### src/rtl/lab4_rsd_pkg.sv
// Shared types and default sizes for the button-edge front end.
// The enum is the debounce FSM's state encoding; the defaults are also used by benches.
package lab4_rsd_pkg;

  typedef enum logic [1:0] {
    S_LOW   = 2'b00,
    S_CHK_H = 2'b01,
    S_HIGH  = 2'b10,
    S_CHK_L = 2'b11
  } btn_state_t;

  localparam int unsigned SYNC_STAGES_DEF     = 2;
  localparam int unsigned DEBOUNCE_CYCLES_DEF = 4;
  localparam int unsigned CNT_W_DEF           = 8;

  // True while a candidate level change is being qualified.
  function automatic logic is_chk_state(input btn_state_t s);
    return (s == S_CHK_H) || (s == S_CHK_L);
  endfunction

endpackage

### src/rtl/lab4_rsd_sync.sv
// N-stage flop chain that brings an asynchronous level into the clk domain.
// The output is the last stage only; earlier stages may be metastable.
module lab4_rsd_sync #(
  parameter int unsigned N = 2
) (
  input  logic clk,
  input  logic rst_n,
  input  logic d,
  output logic q
);

  logic [N-1:0] sync_q;

  always_ff @(posedge clk or negedge rst_n) begin
    if (!rst_n) begin
      sync_q <= '0;
    end else begin
      sync_q <= {sync_q[N-2:0], d};
    end
  end

  assign q = sync_q[N-1];

endmodule

### src/rtl/lab4_rsd_btn_edge.sv
// Button front end: synchronise, debounce, edge-detect and count rising edges.
//   state   | meaning
//   S_LOW   | accepted level 0, idle
//   S_CHK_H | btn_s high, counting consecutive high samples
//   S_HIGH  | accepted level 1, idle
//   S_CHK_L | btn_s low, counting consecutive low samples
module lab4_rsd_btn_edge
  import lab4_rsd_pkg::*;
#(
  parameter int unsigned SYNC_STAGES     = SYNC_STAGES_DEF,
  parameter int unsigned DEBOUNCE_CYCLES = DEBOUNCE_CYCLES_DEF,
  parameter int unsigned CNT_W           = CNT_W_DEF
) (
  input  logic             clk,
  input  logic             rst_n,
  input  logic             btn_in,
  input  logic             clr,
  output logic             stable,
  output logic             rise_pulse,
  output logic             fall_pulse,
  output logic [CNT_W-1:0] count,
  output logic             ovf,
  output logic             busy
);

  localparam int unsigned DW = $clog2(DEBOUNCE_CYCLES) + 1;
  localparam logic [DW-1:0] DCNT_ONE  = DW'(1);
  localparam logic [DW-1:0] DCNT_LAST = DW'(DEBOUNCE_CYCLES - 1);

  logic             btn_s;
  btn_state_t       state_q, state_d;
  logic [DW-1:0]    dcnt_q, dcnt_d;
  logic             stable_q, stable_d;
  logic             stable_dly_q;
  logic [CNT_W-1:0] count_q, count_d;
  logic             ovf_q, ovf_d;

  lab4_rsd_sync #(
    .N (SYNC_STAGES)
  ) u_sync (
    .clk   (clk),
    .rst_n (rst_n),
    .d     (btn_in),
    .q     (btn_s)
  );

  always_ff @(posedge clk or negedge rst_n) begin
    if (!rst_n) begin
      state_q      <= S_LOW;
      dcnt_q       <= '0;
      stable_q     <= 1'b0;
      stable_dly_q <= 1'b0;
    end else begin
      state_q      <= state_d;
      dcnt_q       <= dcnt_d;
      stable_q     <= stable_d;
      stable_dly_q <= stable_q;
    end
  end

  // The first differing sample counts as one; acceptance on the DEBOUNCE_CYCLES-th.
  always_comb begin
    state_d  = state_q;
    dcnt_d   = dcnt_q;
    stable_d = stable_q;
    unique case (state_q)
      S_LOW: begin
        if (btn_s) begin
          state_d = S_CHK_H;
          dcnt_d  = DCNT_ONE;
        end
      end
      S_CHK_H: begin
        if (!btn_s) begin
          state_d = S_LOW;
          dcnt_d  = '0;
        end else if (dcnt_q == DCNT_LAST) begin
          state_d  = S_HIGH;
          dcnt_d   = '0;
          stable_d = 1'b1;
        end else begin
          dcnt_d = dcnt_q + DCNT_ONE;
        end
      end
      S_HIGH: begin
        if (!btn_s) begin
          state_d = S_CHK_L;
          dcnt_d  = DCNT_ONE;
        end
      end
      S_CHK_L: begin
        if (btn_s) begin
          state_d = S_HIGH;
          dcnt_d  = '0;
        end else if (dcnt_q == DCNT_LAST) begin
          state_d  = S_LOW;
          dcnt_d   = '0;
          stable_d = 1'b0;
        end else begin
          dcnt_d = dcnt_q + DCNT_ONE;
        end
      end
      default: begin
        state_d = S_LOW;
        dcnt_d  = '0;
      end
    endcase
  end

  always_comb begin
    busy = is_chk_state(state_q);
  end

  // Pulses come only from registers so downstream sees no combinational glitches.
  assign rise_pulse = ~stable_dly_q &  stable_q;
  assign fall_pulse =  stable_dly_q & ~stable_q;

  always_comb begin
    count_d = count_q;
    ovf_d   = ovf_q;
    if (clr) begin
      count_d = '0;
      ovf_d   = 1'b0;
    end else if (rise_pulse) begin
      count_d = count_q + CNT_W'(1);
      if (&count_q) begin
        ovf_d = 1'b1;
      end
    end
  end

  always_ff @(posedge clk or negedge rst_n) begin
    if (!rst_n) begin
      count_q <= '0;
      ovf_q   <= 1'b0;
    end else begin
      count_q <= count_d;
      ovf_q   <= ovf_d;
    end
  end

  assign stable = stable_q;
  assign count  = count_q;
  assign ovf    = ovf_q;

endmodule

### config.mk
export PLATFORM = sky130hd
export DESIGN_NAME = lab4_rsd_btn_edge
export DESIGN_NICKNAME = d
export VERILOG_FILES = /design/src/rtl/lab4_rsd_pkg.sv /design/src/rtl/lab4_rsd_sync.sv /design/src/rtl/lab4_rsd_btn_edge.sv
export SDC_FILE = /design/constraint.sdc
export NUM_CORES = 1
export LEC_CHECK = 0
export BUFFER_PORTS_ARGS = -buffer_cell sky130_fd_sc_hd__buf_2
export CORE_MARGIN = 3
export CORE_UTILIZATION = 51
export CTS_CLUSTER_DIAMETER = 200
export DETAILED_ROUTE_END_ITERATION = 10
export HOLD_SLACK_MARGIN = 0.03
export MAX_ROUTING_LAYER = met4
export PLACE_DENSITY = 0.79
export SYNTH_ARGS = -nofsm -noshare
export SYNTH_HDL_FRONTEND = slang
export SYNTH_SLANG_ARGS = --single-unit
### constraint.sdc
create_clock -name clk -period 1.95 [get_ports clk]
set_clock_uncertainty 0.1 [all_clocks]
set_input_delay 0.39 -clock clk [delete_from_list [all_inputs] [get_ports clk]]
set_output_delay 0.39 -clock clk [all_outputs]
set_load 0.03 [all_outputs]
After elaboration in Yosys (flattened, before gate mapping)
Index checks and enable logic that the tools add are counted. W data, S select, Z words.

Output and inout port bits: 13. Register bits after elaboration: 18. Bits of input ports: 4. Logic and storage cells: 58.

Equality and inequality tests: 12. Mux-type cells: 23. Bitwise operators: 4. Reduce and logical (&&, ||, !) cells: 10. Add/sub/neg operators: 2.

Operators with widths (number): $mux W8 (2); $mux W3 (5); $mux W2 (6); $pmux W3 S4 (1); $add A8 B1 Y8 const B (1); $ne A2 B2 Y1 const B (4); $pmux W2 S4 (1); $reduce_and A8 Y1 (1); $mux W1 (7); $reduce_bool A2 Y1 (3); $reduce_and A5 Y1 (1); $eq A2 B2 Y1 const B (2); $ne A2 B1 Y1 const B (2); $reduce_and A2 Y1 (2); $reduce_and A4 Y1 (1); $add A3 B1 Y3 const B (1); $eq A3 B2 Y1 const B (1); $ne A3 B2 Y1 const B (1); $ne A3 B3 Y1 const B (1); $and A1 B1 Y1 (2); $eq A2 B1 Y1 const B (1); $logic_not A2 Y1 (1); $not A1 Y1 (2); $pmux W1 S2 (1); $logic_or A1 B1 Y1 (1).

Logic depth before layout (Yosys ltp)
Gate-level depths: netlist of run 1.

Depth in word-level cells: 4. Depth in mapped cells: 4.

Modules after synthesis
From an unflattened synthesis of run 1, not the netlist that was laid out.

Cells, all modules: 76. Area, all modules: 804.5 µm².

Modules (own cells, without submodules): lab4_rsd_btn_edge (area an instance 754.5 µm², cells each 74, seq. area each 400.4 µm², times used 1); lab4_rsd_sync (area an instance 50.0 µm², cells each 2, seq. area each 50.0 µm², times used 1).

Least setup slack after synthesis of run 1
Ideal clock, no wire load.

Path type: reg-to-reg. Start: register stable_q (netlist: stable). End: register count_q[1] (netlist: count[1]). Stages on the path, launching flop included: 4. Data arrival time: 1.509 ns. Library setup time: 0.132 ns. Clock period less this slack: 1.741 ns. Setup slack: 0.209 ns. Path through: dfrtp_1 > nor2b_1 > mux2i_1 > nor2_1.

Word-level cells in the longest chain between the ends: 2.

RTL lines: start: declaration (line lab4_rsd_btn_edge.sv:33) `logic stable_q, stable_d;`; start signal: assignment (line lab4_rsd_btn_edge.sv:56) `stable_q <= stable_d;`; $and A1 B1 Y1 (line lab4_rsd_btn_edge.sv:115) `assign rise_pulse = ~stable_dly_q & stable_q;`; net rise_pulse (line lab4_rsd_btn_edge.sv:19) `output logic rise_pulse,`; $reduce_bool A2 Y1 (no line); end signal: assignment (line lab4_rsd_btn_edge.sv:137) `count_q <= count_d;`; end: declaration (line lab4_rsd_btn_edge.sv:35) `logic [CNT_W-1:0] count_q, count_d;`.

The timed path passes the listed nets, and every way through them passes these cells. A chain may end at the register's enable or synchronous reset.

Worst setup path in the final report of run 1
Start: register stable_q (netlist: stable). End: output port rise_pulse.

Word-level cells in the longest chain between the ends: 1.

RTL lines (line): $and A1 B1 Y1 (lab4_rsd_btn_edge.sv:115); end: declaration (lab4_rsd_btn_edge.sv:19).

Every way passes these cells.

==> flow_metrics.env, run 1 <==
export IMPL_synth_top_area_share_pct=55.0
export IMPL_grt_start_max_net_pins=19
export IMPL_drtIter0Drc=12
export IMPL_ant_nets=0
export IMPL_nets=102
export IMPL_drive_gt1_share_pct=25.3
export IMPL_fin_crit_ps=1800
export IMPL_n_antenna_cell=0
export IMPL_whs_ps=103
export IMPL_grt_ovfl_total=0
export IMPL_clk_latency_ps=290
export IMPL_hpwlAfterDp_mm=1.05
export IMPL_clk_pin_slew_ps=100
export IMPL_crit_buf_inv=1
export IMPL_reg2reg_slack_ps=430
export IMPL_grtUsageMet2_pct=24.5
export IMPL_cts_sinks=18
export IMPL_root_buffer="clkbuf_4"
export IMPL_synth_top_cell_by_area="dfrtp_1"
export IMPL_power_density_nw_per_um2=925
export IMPL_wire_per_inst_um=13.3
export IMPL_die_h_um=46.1
export IMPL_die_x_um=46.1
export IMPL_gp_congestion=0.733
export IMPL_synth_warnings=0
export IMPL_cp_startpoint="stable"
export IMPL_hp_class="input port to flop"
export IMPL_grt_pass1_vias=613
export IMPL_max_stage_delay_ps=480
export IMPL_cp_cell_sequence="nor2b_1 -> buf_2"
export IMPL_final_max_slew_viol_count=0
export IMPL_dieArea_sq_um=2120
export IMPL_cp_start_kind="flop"
export IMPL_multi_input_area_sq_um=349
export IMPL_cts_setup_buffers=0
export IMPL_timing_fmax_mhz=555
export IMPL_synth_edf_count=0
export IMPL_cts_hold_fix_buffers=1
export IMPL_finalCritPeriodShare_pct=92.4
export IMPL_grt_pass1_wl_mm=2.58
export IMPL_ys_seq_elements=18
export IMPL_worstPathRequired_ps=1460
export IMPL_core_sq_um=1400
export IMPL_row_count=13
export IMPL_layout_area_seq_sq_um=450
export IMPL_switchingPower_uw=275
export IMPL_path_max_fanout=9
export IMPL_cap_violations=0
export IMPL_drtPass1Iterations=4
export IMPL_holdPathStages=1
export IMPL_cp_data_arrival_time_ps=1310
export IMPL_instances_no_fill=110
export IMPL_cp_end_kind="primary output"
export IMPL_p_int_uw=610
export IMPL_placement_io_buffers=16
export IMPL_switching_share_pct=31.1
export IMPL_pin_count=17
export IMPL_p_leak_nw=0.467
export IMPL_met3_usage_pct=3.52
export IMPL_clockBufferDepth=2
export IMPL_r2r_start="count[0]"
export IMPL_synth_main_ff_cell="dfrtp_1"
export IMPL_crit_slowest_cell="dfrtp_1"
export IMPL_drc_errors=0
export IMPL_status="completed"
export IMPL_worst_pin_slew_ps=386
export IMPL_synth_nets=82
export IMPL_htree_levels=1
export IMPL_critical_path_top_delay_family="flip-flops"
export IMPL_yosysSeqAreaShare_pct=55.0
export IMPL_grt_busiest_layer="met2"
export IMPL_syn_area_per_cell_sq_um=10.8
export IMPL_async_flop_share_pct=100
export IMPL_antenna_found_initial=0
export IMPL_finalSetupViolCount=0
export IMPL_synth_cell_types=30
export IMPL_netlist_top_cells_area="dfrtp_1 55%, nor2_1 4.1%, a21oi_1 3.7%"
export IMPL_vias=628
export IMPL_holdPathEnd="u_sync.sync_q[0]"
export IMPL_dp_cells=105
export IMPL_cts_buffers=3
export IMPL_netlist_instances=76
export IMPL_viasPerCell=5.71
export IMPL_cts_tree="built"
export IMPL_fin_tns_setup_ps=0
export IMPL_critPathKind="flop to primary output"
export IMPL_wirelength_mm=1.47
export IMPL_grtUsageTotal_pct=17.5
export IMPL_use_met1_pct=23.8
export IMPL_hp_start="btn_in"
export IMPL_ctsResizeCount=0
export IMPL_rsz0062_at_grt="no"
export IMPL_reg2reg_depth=4
export IMPL_slew_headroom_pct=74.3
export IMPL_hold_viol=0
export IMPL_clock_power_share_pct=25.5
export IMPL_area_growth_pct=16.8
export IMPL_r2r_end="count[6]"
export IMPL_syn_area_sq_um=818
export IMPL_seq_power_share_pct=51.9
export IMPL_fillers=111
export IMPL_ir_drop_uv=609
export IMPL_initial_utilization_pct=58.5
export IMPL_p_comb_share_pct=22.6
metal layers:
layer / up-vias / share of wire (%)
li1: 308 / -
met1: 305 / 49
met2: 13 / 46
met3: 2 / 4.3
met4: 0 / 0.82
met5: - / 0
logic make-up (layout without fill, tap and decap cells):
logic type                 Yosys count  in the layout  synth area share (%)
DFF                                 18             18                  55.0
buffers and inverters                5             24                  2.29
muxes                                2              2                  2.60
xor gates and xnor gates             4              4                  4.28
and+or+nand+nor                     29             29                  20.5
adders and majority gates            2              2                  3.06
AOI/OAI and AO/OA                   16             16                  12.2
Yosys cell counts (2+ instances only):
master    count
a21oi_1       6
clkbuf_1      2
dfrtp_1      18
ha_1          2
inv_1         3
nand2_1       4
nand3b_1      2
nand4_1       2
nor2_1        9
nor2b_1       2
o21ai_0       3
o31ai_1       2
or4_1         2
xnor2_1       2
xor2_1        2
area by class of cell:
cell class,instances,share of cell area (%)
Sequential cell,18,47.1
Multi-Input combinational cell,53,36.5
Timing Repair Buffer,17,9.42
Clock buffer,4,3.80
Tap cell,15,1.96
Inverter,3,1.18
power groups by stage:
| stage | clock network, mW | registers [mW] | logic, mW |
|---|---|---|---|
| floorplan | 0 | 0.462 | 0.152 |
| global placement | 0 | 0.464 | 0.191 |
| detailed placement | 0 | 0.467 | 0.202 |
| CTS | 0.235 | 0.459 | 0.203 |
| global route | 0.248 | 0.469 | 0.225 |
| finish | 0.225 | 0.459 | 0.200 |
how the worst max path moves through the flow:
stage | slack [ps] | endpoint | cells after the start
after floorplan | 210 | count[1] | 3
after global placement | 480 | count[6] | 4
after detailed placement | 450 | count[6] | 4
after CTS | 130 | rise_pulse | 2
after global routing | 70 | rise_pulse | 2
final | 150 | rise_pulse | 2
cell usage in the layout, fill, tap and decap left out, types with 2 or more instances in the layout:
cell type	instances
nor2_1	9
buf_2	16
xnor2_1	2
nand4_1	2
ha_1	2
clkbuf_4	3
nand3b_1	2
or4_1	2
a21oi_1	6
xor2_1	2
o31ai_1	2
inv_1	3
o21ai_0	3
nand2_1	4
nor2b_1	2
dfrtp_1	18
state kept, by name, summed over array words and instances (netlist names), named ones only:
name	cells
state_q	1
ovf	1
count	8
dcnt_q	3
stable_dly_q	1
u_sync.sync_q	2
stable	1
per-stage QoR:
stage          util [%]  worst slack [ps]  power (mW)  cell area (sq um)
2_1_floorplan         -               209       0.614                818
3_3_place_gp       65.0               476       0.655                910
3_5_place_dp       65.0               445       0.668                910
4_1_cts            68.3               135       0.896                956
5_1_grt            68.3              73.8       0.942                956
6_report           68.3               148       0.884                956
No activity file was read; power rests on OpenSTA's default activity.
==> run 2: changes to the inputs <==
ABC_AREA = 1   (was default)
CELL_PAD_IN_SITES_DETAIL_PLACEMENT = 0   (was default)
CELL_PAD_IN_SITES_GLOBAL_PLACEMENT = 1   (was default)
CORE_UTILIZATION = 38   (was 51)
==> run 2 against run 1 <==
Register-to-register slack improved by 260 ps. Highest routed layer unchanged. Flip-flop and latch count did not move. First-iteration DRC count is 8.3% higher. Design area up 3.3%. Clock-buffer cell count unchanged.
==> flow_metrics.env, run 2 <==
export IMPL_status="completed"
export IMPL_grt_start_max_net_pins=19
export IMPL_r2r_end="ovf"
export IMPL_netlist_top_cells_area="dfrtp_1 54%, nand2_1 9.0%, inv_1 5.0%"
export IMPL_dieArea_sq_um=2780
export IMPL_worstPathRequired_ps=1460
export IMPL_clk_pin_slew_ps=100
export IMPL_hp_class="input port to flop"
export IMPL_fin_tns_setup_ps=0
export IMPL_layout_commonest_cell="nand2_1"
export IMPL_cp_end_kind="primary output"
export IMPL_ant_nets=0
export IMPL_grt_ovfl_total=0
export IMPL_nets=121
export IMPL_fin_crit_ps=1690
export IMPL_drtIter0Drc=13
export IMPL_p_leak_nw=0.501
export IMPL_whs_ps=96.1
export IMPL_p_total_mw=1.12
export IMPL_cp_start_kind="flop"
export IMPL_ys_top_cells_by_count="20 x nand2_1, 18 x dfrtp_1, 11 x inv_1"
export IMPL_cap_violations=0
export IMPL_drive_gt1_share_pct=23.7
export IMPL_worst_slack_ps=260
export IMPL_synth_top_cell_by_area="dfrtp_1"
export IMPL_slew_headroom_pct=73.2
export IMPL_syn_area_sq_um=831
export IMPL_wire_per_inst_um=10.5
export IMPL_pin_count=17
export IMPL_synth_warnings=0
export IMPL_die_h_um=52.8
export IMPL_cts_buffers=3
export IMPL_ir_drop_uv=650
export IMPL_final_max_slew_viol_count=0
export IMPL_grtUsageTotal_pct=13.4
export IMPL_fillers=199
export IMPL_ys_seq_elements=18
export IMPL_dpl_worst_slack_ps=578
export IMPL_reg2reg_depth=5
export IMPL_path_max_fanout=6
export IMPL_placement_io_buffers=16
export IMPL_crit_end="rise_pulse"
export IMPL_row_count=16
export IMPL_yosysSeqAreaShare_pct=54.2
export IMPL_hold_viol=0
export IMPL_power_density_nw_per_um2=1140
export IMPL_design_area_sq_um=987
export IMPL_finalSetupViolCount=0
export IMPL_drtPass1Iterations=4
export IMPL_gp_congestion=0.711
export IMPL_instances_no_fill=141
export IMPL_clockBufferDepth=2
export IMPL_critPathKind="flop to primary output"
export IMPL_clk_latency_ps=290
export IMPL_area_growth_pct=18.8
export IMPL_timing_fmax_mhz=592
export IMPL_cp_startpoint="stable"
export IMPL_synth_edf_count=0
export IMPL_place_area_sq_um=941
export IMPL_vias=670
export IMPL_synth_top_area_share_pct=54.2
export IMPL_dp_cells=136
export IMPL_ctsResizeCount=0
export IMPL_finalCritPeriodShare_pct=86.7
export IMPL_async_flop_share_pct=100
export IMPL_antenna_found_initial=0
export IMPL_cp_data_arrival_time_ps=1200
export IMPL_syn_area_per_cell_sq_um=8.84
export IMPL_synth_cell_types=18
export IMPL_n_antenna_cell=0
export IMPL_wirelength_mm=1.48
export IMPL_utilization_pct=48.8
export IMPL_worst_pin_slew_ps=402
export IMPL_grt_pass1_wl_mm=2.63
export IMPL_mostFrequentLayoutCells="20 x nand2_1, 18 x dfrtp_1, 16 x buf_2"
export IMPL_rsz0062_at_grt="no"
export IMPL_core_sq_um=2020
export IMPL_die_x_um=52.8
export IMPL_cts_tree="built"
export IMPL_drc_errors=0
export IMPL_initial_utilization_pct=41.1
export IMPL_root_buffer="clkbuf_4"
export IMPL_synth_nets=100
export IMPL_hpwlAfterDp_mm=1.13
export IMPL_synth_main_ff_cell="dfrtp_1"
export IMPL_grt_pass1_vias=626
export IMPL_synth_most_common_cell="nand2_1"
export IMPL_largest_reg_flops=8
export IMPL_r2r_start="count[0]"
export IMPL_cts_sinks=18
export IMPL_viasPerCell=4.75
export IMPL_htree_levels=1
export IMPL_reg2reg_slack_ps=690
export IMPL_netlist_instances=94
==> run 2: worst min-delay path by stage <==
stage                     cells after the start             start                          to  slack, ps
after CTS                                     1            btn_in            u_sync.sync_q[0]         80
after global routing                          1            btn_in            u_sync.sync_q[0]         80
after detailed placement                      0  u_sync.sync_q[0]            u_sync.sync_q[1]        240
final                                         1            btn_in            u_sync.sync_q[0]        100
after floorplan                               0             rst_n  asynchronous set/reset pin         -6
after global placement                        0  u_sync.sync_q[0]            u_sync.sync_q[1]        230
==> run 2: per-layer routing <==
| layer | GRT usage, % | share of wire [%] | vias up |
|---|---|---|---|
| li1 | - | - | 341 |
| met1 | 16.9 | 48 | 310 |
| met2 | 19.2 | 44 | 17 |
| met3 | 5.98 | 6.6 | 2 |
| met4 | 4.26 | 0.88 | 0 |
| met5 | - | 0 | - |
==> run 2: cell families after synthesis <==
| kind of cell | after synthesis | synth area share [%] |
|---|---|---|
| AND/OR/NAND/NOR | 45 | 25.9 |
| flip-flops | 18 | 54.2 |
| AO/OA/AOI/OAI | 14 | 8.58 |
| buffers and inverters | 14 | 6.32 |
| adder cells (fa/ha/maj) | 2 | 3.01 |
| XOR/XNOR | 1 | 1.96 |
==> run 2: power by group <==
part,switching [mW],internal (mW),total (mW),leakage (nW)
Clock,0.112,0.114,0.226,0.0210
Sequential,0.0665,0.443,0.509,0.236
Combinational,0.269,0.117,0.385,0.244
==> run 2: layout make-up <==
class | instances | area, sq um | area share [%]
well taps | 27 | 33.8 | 3.42
repair buffers | 17 | 90.1 | 9.13
clock buffers | 4 | 36.3 | 3.68
inverters | 13 | 48.8 | 4.94
multi-input cells | 62 | 328 | 33.2
flip-flops and latches | 18 | 450 | 45.6
==> run 2: critical path, cell delays in order (launching register included) <==
cell and delay, ps:
dfrtp_1 440, nand2_1 140, inv_2 120, buf_2 200
==> run 2: what timing repair did <==
item,4_1_cts,5_1_grt
hold buffers,1,0
endpoints found under the hold margin,18,0
setup buffers,0,0
==> run 3: changes to the inputs <==
ABC_AREA = 0   (was 1)
CORE_UTILIZATION = 40   (was 38)
PLACE_DENSITY = 0.8   (was 0.79)
==> run 3 against run 2 <==
Power fell by 22%. Design area is 1.9% lower. Routed wire length is 0.67% lower. Global-route usage increased by 0.79 points. First-iteration DRC count decreased by 85%. Combinational power down 49%. Worst setup slack got worse by 94 ps. Register-to-register slack lost 280 ps.
==> flow_metrics.env, run 3 (synthesis results as in run 1) <==
export IMPL_status="completed"
export IMPL_cp_start_kind="flop"
export IMPL_switchingPower_uw=268
export IMPL_row_count=15
export IMPL_cp_data_arrival_time_ps=1290
export IMPL_cts_sinks=18
export IMPL_cts_buffers=3
export IMPL_drive_gt1_share_pct=25.3
export IMPL_reg2reg_slack_ps=410
export IMPL_hpwlAfterDp_mm=1.02
export IMPL_p_comb_share_pct=22.2
export IMPL_die_h_um=51.2
export IMPL_r2r_end="count[6]"
export IMPL_cts_setup_buffers=0
export IMPL_clockBufferDepth=2
export IMPL_cap_violations=0
export IMPL_fillers=186
export IMPL_ctsResizeCount=0
export IMPL_drtPass1Iterations=4
export IMPL_antenna_found_initial=0
export IMPL_ir_drop_uv=550
export IMPL_switching_share_pct=30.6
export IMPL_die_x_um=51.2
export IMPL_core_sq_um=1820
export IMPL_grt_pass1_vias=578
export IMPL_max_stage_delay_ps=470
export IMPL_largest_reg_flops=8
export IMPL_slew_headroom_pct=73.9
export IMPL_holdPathStages=1
export IMPL_pin_count=17
export IMPL_drc_errors=0
export IMPL_drtIter0Drc=2
export IMPL_grt_start_max_net_pins=19
export IMPL_crit_slowest_cell="dfrtp_1"
export IMPL_n_antenna_cell=0
export IMPL_mostFrequentLayoutCells="18 x dfrtp_1, 16 x buf_2, 9 x nor2_1"
export IMPL_fin_tns_setup_ps=0
export IMPL_critPathKind="flop to primary output"
export IMPL_crit_buf_inv=1
export IMPL_timing_fmax_mhz=561
export IMPL_finalSetupViolCount=0
export IMPL_worst_pin_slew_ps=392
export IMPL_vias=607
export IMPL_hp_start="btn_in"
export IMPL_holdPathEnd="u_sync.sync_q[0]"
export IMPL_finalCritPeriodShare_pct=91.5
export IMPL_gp_congestion=0.770
export IMPL_grt_ovfl_total=0
export IMPL_grt_pass1_wl_mm=2.66
export IMPL_dieArea_sq_um=2620
export IMPL_wire_per_inst_um=12.3
export IMPL_wirelength_mm=1.47
export IMPL_placement_io_buffers=16
export IMPL_p_total_uw=877
export IMPL_utilization_pct=53.2
export IMPL_nets=102
export IMPL_area_growth_pct=18.3
export IMPL_p_int_uw=609
export IMPL_ant_nets=0
export IMPL_critical_path_top_delay_family="flip-flops"
export IMPL_clk_latency_ps=290
export IMPL_hp_class="input port to flop"
export IMPL_worstPathRequired_ps=1460
export IMPL_rsz0062_at_grt="no"
export IMPL_final_max_slew_viol_count=0
export IMPL_path_max_fanout=9
export IMPL_clk_pin_slew_ps=100
export IMPL_layout_commonest_cell="dfrtp_1"
export IMPL_power_density_nw_per_um2=906
export IMPL_clock_power_share_pct=25.8
export IMPL_hold_viol=0
export IMPL_initial_utilization_pct=44.9
export IMPL_htree_levels=1
export IMPL_reg2reg_depth=4
export IMPL_fin_crit_ps=1780
export IMPL_viasPerCell=5.06
export IMPL_cts_tree="built"
export IMPL_seq_power_share_pct=52.0
export IMPL_grtUsageTotal_pct=14.2
export IMPL_cp_end_kind="primary output"
export IMPL_root_buffer="clkbuf_4"
export IMPL_cp_cell_sequence="nor2b_1 -> buf_2"
export IMPL_r2r_start="count[0]"
export IMPL_p_leak_nw=0.467
==> run 3: metrics by stage <==
| step | instance area, sq um | worst slack, ps | instances | hold WS (ps) |
|---|---|---|---|---|
| after detailed placement | 922 | 436 | 115 | 243 |
| after global routing | 968 | 31.2 | 120 | 77.6 |
| after floorplan | 818 | 209 | 76 | -5.59 |
| after global placement | 922 | 468 | 115 | 238 |
| after CTS | 968 | 125 | 120 | 85.0 |
| final | 968 | 167 | 120 | 101 |
==> run 3: power groups by stage <==
stage,registers [mW],clock network (mW),logic [mW]
floorplan,0.462,0,0.152
global route,0.465,0.260,0.224
global placement,0.465,0,0.195
finish,0.456,0.227,0.195
detailed placement,0.466,0,0.197
CTS,0.458,0.243,0.200
==> run 3: worst register-to-register path: cells and delay by family (launching register included) <==
family        cells  cell delay (ps)
flops             1              430
simple gates      2              350
mux               1              340
fa+ha+maj         1              220
==> run 3: layout make-up <==
type	instances	area (sq um)	share of cell area, %
multi-input cells	53	349	36.0
clock buffers	4	36.3	3.75
repair buffers	17	90.1	9.30
flip-flops and latches	18	450	46.5
well taps	25	31.3	3.23
inverters	3	11.3	1.16
==> run 3: worst max-delay path by stage <==
stage | from | end | depth (start not counted)
2_1_floorplan | stable | count[1] | 3
3_5_place_dp | count[0] | count[6] | 4
5_1_grt | stable | rise_pulse | 2
3_3_place_gp | count[0] | count[6] | 4
4_1_cts | stable | rise_pulse | 2
6_report | stable | rise_pulse | 2
==> run 3: per-layer routing <==
layer  GRT usage, %  up-vias  share of wire (%)
met2           20.4       10                 43
met3           1.75        2                4.3
li1               -      308                  -
met5              -        -                  0
met1           19.6      287                 51
met4           7.86        0                1.1
==> run 3: repair_timing <==
item                       in CTS  in global routing
setup endpoints to repair       0                  0
hold endpoints to repair       18                  0
hold buffers                    1                  0
